==> config.mk <==
export PLATFORM = sky130hd
export DESIGN_NAME = div_seq
export DESIGN_NICKNAME = d
export VERILOG_FILES = /design/src/rtl/div_seq.sv
export SDC_FILE = /design/constraint.sdc
export NUM_CORES = 1
export LEC_CHECK = 0
export CAP_MARGIN = 15
export CORE_ASPECT_RATIO = 1.2
export CORE_MARGIN = 3
export CORE_UTILIZATION = 52
export DETAILED_ROUTE_END_ITERATION = 10
export PLACE_DENSITY = 0.88
export SYNTH_ARGS = -nofsm -noshare
export SYNTH_HDL_FRONTEND = slang
export SYNTH_SLANG_ARGS = --single-unit
export TNS_END_PERCENT = 5
==> constraint.sdc <==
create_clock -name clk -period 4.85 [get_ports clk]
set_input_delay 0.485 -clock clk [delete_from_list [all_inputs] [get_ports clk]]
set_output_delay 0.485 -clock clk [all_outputs]
set_load 0.01 [all_outputs]
==> src/rtl/div_seq.sv <==
// div_seq: iterative radix-2 restoring divider for DIV/DIVU in the EX stage.
// Produces one quotient bit per cycle and returns {remainder, quotient}.
//
// Ports
//   clk          clock, rising-edge
//   rst          asynchronous reset, active-low
//   start_i      divide request, held until ready_o is seen
//   annul_i      cancel request / in-flight operation (ignored once in END)
//   signed_i     1 = signed divide, 0 = unsigned; sampled at accept
//   dividend_i   dividend, sampled at accept
//   divisor_i    divisor, sampled at accept
//   result_o     {remainder, quotient}, valid while ready_o = 1
//   ready_o      result valid
//   stallreq_o   stall request to the pipeline controller
//
// state  | meaning
// FREE   | idle, waiting for start_i
// BYZERO | divisor was zero, one cycle before returning a zero result
// ON     | shift-subtract iterations in progress
// END    | result committed, held until start_i drops

module div_seq #(
    parameter int WIDTH = 32
) (
    input  logic               clk,
    input  logic               rst,
    input  logic               start_i,
    input  logic               annul_i,
    input  logic               signed_i,
    input  logic [WIDTH-1:0]   dividend_i,
    input  logic [WIDTH-1:0]   divisor_i,
    output logic [2*WIDTH-1:0] result_o,
    output logic               ready_o,
    output logic               stallreq_o
);

    localparam int CW = $clog2(WIDTH);
    localparam logic [CW-1:0] CNT_LAST = CW'(WIDTH - 1);

    typedef enum logic [1:0] {
        S_FREE   = 2'd0,
        S_BYZERO = 2'd1,
        S_ON     = 2'd2,
        S_END    = 2'd3
    } state_t;

    state_t               state_q, state_d;
    logic [CW-1:0]        cnt_q, cnt_d;
    logic [WIDTH-1:0]     rem_q, rem_d;
    logic [WIDTH-1:0]     quo_q, quo_d;
    logic [WIDTH-1:0]     dvsr_q, dvsr_d;
    logic                 neg_quo_q, neg_quo_d;
    logic                 neg_rem_q, neg_rem_d;
    logic [2*WIDTH-1:0]   result_q, result_d;

    logic [WIDTH:0]       rem_sh;
    logic [WIDTH:0]       diff;
    logic [WIDTH-1:0]     q_step;
    logic [WIDTH-1:0]     r_step;
    logic [WIDTH-1:0]     q_fix;
    logic [WIDTH-1:0]     r_fix;
    logic                 a_neg;
    logic                 b_neg;

    always_ff @(posedge clk or negedge rst) begin
        if (!rst) begin
            state_q   <= S_FREE;
            cnt_q     <= '0;
            rem_q     <= '0;
            quo_q     <= '0;
            dvsr_q    <= '0;
            neg_quo_q <= 1'b0;
            neg_rem_q <= 1'b0;
            result_q  <= '0;
        end else begin
            state_q   <= state_d;
            cnt_q     <= cnt_d;
            rem_q     <= rem_d;
            quo_q     <= quo_d;
            dvsr_q    <= dvsr_d;
            neg_quo_q <= neg_quo_d;
            neg_rem_q <= neg_rem_d;
            result_q  <= result_d;
        end
    end

    always_comb begin
        state_d    = state_q;
        cnt_d      = cnt_q;
        rem_d      = rem_q;
        quo_d      = quo_q;
        dvsr_d     = dvsr_q;
        neg_quo_d  = neg_quo_q;
        neg_rem_d  = neg_rem_q;
        result_d   = result_q;
        stallreq_o = 1'b0;

        // One restoring step. The partial remainder is always below the
        // divisor, so a (WIDTH+1)-bit subtract suffices and its MSB is the borrow.
        rem_sh = {rem_q, quo_q[WIDTH-1]};
        diff   = rem_sh - {1'b0, dvsr_q};
        q_step = {quo_q[WIDTH-2:0], ~diff[WIDTH]};
        r_step = diff[WIDTH] ? rem_sh[WIDTH-1:0] : diff[WIDTH-1:0];
        q_fix  = neg_quo_q ? -q_step : q_step;
        r_fix  = neg_rem_q ? -r_step : r_step;

        a_neg  = signed_i & dividend_i[WIDTH-1];
        b_neg  = signed_i & divisor_i[WIDTH-1];

        unique case (state_q)
            S_FREE: begin
                if (start_i && !annul_i) begin
                    stallreq_o = 1'b1;
                    rem_d      = '0;
                    // Negating the most negative value wraps to itself, which
                    // is the correct magnitude when read as unsigned.
                    quo_d      = a_neg ? -dividend_i : dividend_i;
                    dvsr_d     = b_neg ? -divisor_i : divisor_i;
                    neg_quo_d  = a_neg ^ b_neg;
                    neg_rem_d  = a_neg;
                    cnt_d      = '0;
                    state_d    = (divisor_i == '0) ? S_BYZERO : S_ON;
                end
            end
            S_BYZERO: begin
                if (annul_i) begin
                    state_d = S_FREE;
                end else begin
                    stallreq_o = 1'b1;
                    result_d   = '0;
                    state_d    = S_END;
                end
            end
            S_ON: begin
                if (annul_i) begin
                    state_d = S_FREE;
                end else begin
                    stallreq_o = 1'b1;
                    rem_d      = r_step;
                    quo_d      = q_step;
                    cnt_d      = cnt_q + 1'b1;
                    if (cnt_q == CNT_LAST) begin
                        result_d = {r_fix, q_fix};
                        state_d  = S_END;
                    end
                end
            end
            S_END: begin
                if (!start_i) begin
                    result_d = '0;
                    state_d  = S_FREE;
                end
            end
            default: state_d = S_FREE;
        endcase

        // Stall must read 0 while reset is asserted, even with start_i high.
        if (!rst) begin
            stallreq_o = 1'b0;
        end
    end

    assign result_o = result_q;
    assign ready_o  = (state_q == S_END);

endmodule

==> flow_summary.toml <==
[placement]
dpl.hpwl_um = 26600
place_inst = 1882
portBuffers = 134
gp_congestion = 1.02
place_ws_ns = 0.0461

[setup_path]
crit_path_max_fanout = 6
r2r_setup_slack_ns = 0.07
worst_setup_path_start_kind = "flip-flop"
endpoint_kind = "flip-flop"
worstPathRequired_ns = 5.19
crit_arrival_ns = 5.11
worst-r2r-cell-count = 22
timing.rr.end = "result_o[62]$_DFFE_PN0P_"
crit_type = "reg -> reg"
rr_startpoint = "quo_q[31]$_DFFE_PN0P_"

[synth]
syn_area_per_cell_um2 = 8.13
synth_edf_count = 0
yosysWarnings = 0
postSynthCellCount = 1496
synth_area_um2 = 12200
ys_types = 84
synth_mux_area_share_pct = 3.00
syn_nets = 1609
ys.flop_type = "dfrtp_1"
synth_area_leaders = "dfrtp_1 35%, o21ai_0 7.2%, nand2_1 6.5%"
async_flop_share_pct = 100
synth-compound-area-share_pct = 23.3
synthSimpleGateAreaFrac_pct = 19.6
ys_seq_elements = 169
synth_seq_area_share_pct = 34.8
synth_xor_area_share_pct = 10.5
synth_top_family_by_area = "compound AO/OA/AOI/OAI gates"
yosys.area.top_type = "dfrtp_1"
synthAdderAreaFrac_pct = 4.59
synth_top_cell_area_share_pct = 34.8

[sta]
report.final.setup_viol = 0
period_minus_slack_ns = 4.78
drv_slew = 0
tightest_slew_ns = 1.18
fin_crit_sh_pct = 98.5
clock.fmax_ghz = 0.209
slew_headroom_pct = 21.6
clock-skew-final_ns = 0.0155
rsz0062_at_grt = "true"
fin_ws_ns = 0.0706
finalHoldViolCount = 0

[final_layout]
antenna_cells = 0
final_common_cell = "nand2_1"
nets = 1715
layout_common_cells = "210 x nand2_1, 174 x o21ai_0, 169 x dfrtp_1"
final_cells = 1925
drive_gt1_share_pct = 6.81
area_growth_pct = 19.3

[floorplanning]
rows = 60
die_y_um = 174
initial_core_util_pct = 53.5
io_pins = 135
dieArea_um2 = 25300
fp.dieW_um = 146
coreArea_um2 = 22700

[drt]
totalWireLength_um = 36600
drc = 0
drtAntennaViolNets = 0
first_pass_iters = 5
wire_per_inst_um = 19.0
dr_total_vias = 12009
via_per_inst = 6.24
dr.first_iter.drc_count = 1400

[pwr]
peakVddDrop_uv = 530
total_power_mw = 12.3
power_density_nw_per_um2 = 845
leakage_nw = 6.05

[global_route]
first_global_vias = 11653
overflow = 0
grt_pass1_wl_um = 58700
antenna_found_initial = 0
grt_max_degree = 95
grt_usage_pct = 28.2

[clock_tree]
tritoncts = "done"
clkTransAtPathRegs_ns = 0.07
insertion_delay_ns = 0.45
cts-htree-levels = 4
clock-root-buffer = "clkbuf_16"
cts_sinks = 169
cts_buffers = 17
holdBufCountCts = 0
cts_buffer_depth = 2

[worst_hold_path]
hp-class = "in -> async"

[job]
max-cap-violations = 0

[outcome]
outcome = "finished, final reports clean"
-- per-stage QoR --
| stage | instance area, µm² | hold slack (ns) | util, % | setup TNS, ns |
|---|---|---|---|---|
| 2_1_floorplan | 12200 | 0.189 | - | 0 |
| 3_3_place_gp | 13800 | 0.456 | 60.5 | 0 |
| 3_5_place_dp | 13800 | 0.470 | 60.5 | 0 |
| 4_1_cts | 14400 | 0.166 | 63.1 | 0 |
| 5_1_grt | 14500 | 0.204 | 63.8 | -0.541 |
| 6_report | 14500 | 0.142 | 63.8 | 0 |
-- Yosys cell counts (11+ instances only) --
cell type and count:
nor2_1 123, nand3_1 17, mux2i_1 32, xnor2_1 74
inv_1 57, o21ai_0 174, nor4_1 20, dfrtp_1 169
xor2_1 70, o31ai_1 34, or3_1 16, and3_1 12
nand2_1 211, nor3_1 20, buf_2 11, clkbuf_1 61
ha_1 43, a21oi_1 119, or4_1 12, o22ai_1 28
nand2b_1 13
-- kinds of logic after synthesis --
| group | Yosys count |
|---|---|
| simple gates | 505 |
| compound gates | 462 |
| fa+ha+maj | 44 |
| mux | 36 |
| buf+inv | 135 |
| xor+xnor | 145 |
| flops | 169 |
-- critical path, stage by stage, from the launching register on --
cell,delay [ns]
dfrtp_1,0.43
inv_2,0.10
ha_4,0.14
inv_2,0.04
fa_2,0.37
a211oi_2,0.27
o21ai_2,0.13
o211ai_1,0.23
nand3_2,0.12
a21o_4,0.26
a211oi_4,0.31
nor2_4,0.08
inv_2,0.11
nor2_1,0.05
a21oi_1,0.19
ha_2,0.26
nand2_2,0.09
or3_4,0.41
and4bb_1,0.32
a31o_4,0.23
nand4_4,0.09
a21o_1,0.19
a32o_1,0.24
-- final cells by class --
class	count	area [µm²]
tap	310	388
inverter	58	218
multi-input combinational	1192	7500
sequential	169	4230
fill	1860	8240
timing repair buffer	164	1570
clock buffer	17	425
clock inverter	15	174
-- layer usage --
| layer | up-vias | global-route usage [%] | part of all wire [%] |
|---|---|---|---|
| met1 | 5702 | 34.9 | 39 |
| met2 | 623 | 47.5 | 48 |
| met3 | 140 | 4.55 | 7.2 |
| li1 | 5544 | - | - |
| met4 | 0 | 14.6 | 5.6 |
| met5 | - | 0 | 0 |
-- state kept, by name (all words and copies together) (netlist names) --
register / cells
cnt_q: 5
dvsr_q: 32
quo_q: 32
rem_q: 32
neg_quo_q: 1
state_q: 2
result_o: 64
neg_rem_q: 1
-- power by group --
group	total (mW)	switching [mW]	internal (mW)
registers	2.57	0.619	1.95
clock network	1.41	0.671	0.740
logic	8.28	5.02	3.25
-- how the worst max path moves through the flow --
stage                     startpoint                  endpoint  slack, ns  cells past startpoint
2_1_floorplan  quo_q[31]$_DFFE_PN0P_  result_o[62]$_DFFE_PN0P_       0.02                     23
3_3_place_gp   quo_q[31]$_DFFE_PN0P_  result_o[62]$_DFFE_PN0P_       0.23                     21
3_5_place_dp   quo_q[31]$_DFFE_PN0P_  result_o[62]$_DFFE_PN0P_       0.05                     21
4_1_cts        quo_q[31]$_DFFE_PN0P_  result_o[62]$_DFFE_PN0P_      0.002                     21
5_1_grt        quo_q[31]$_DFFE_PN0P_  result_o[62]$_DFFE_PN0P_      -0.12                     21
6_report       quo_q[31]$_DFFE_PN0P_  result_o[62]$_DFFE_PN0P_       0.07                     22
-- repair_timing --
action	4_1_cts	5_1_grt
pin swaps	1	13
hold endpoints to repair	0	0
resized for setup	1	14
setup endpoints to repair	1	11
setup buffers	0	11
cloned	0	0
(Power assumes the default switching activity.)
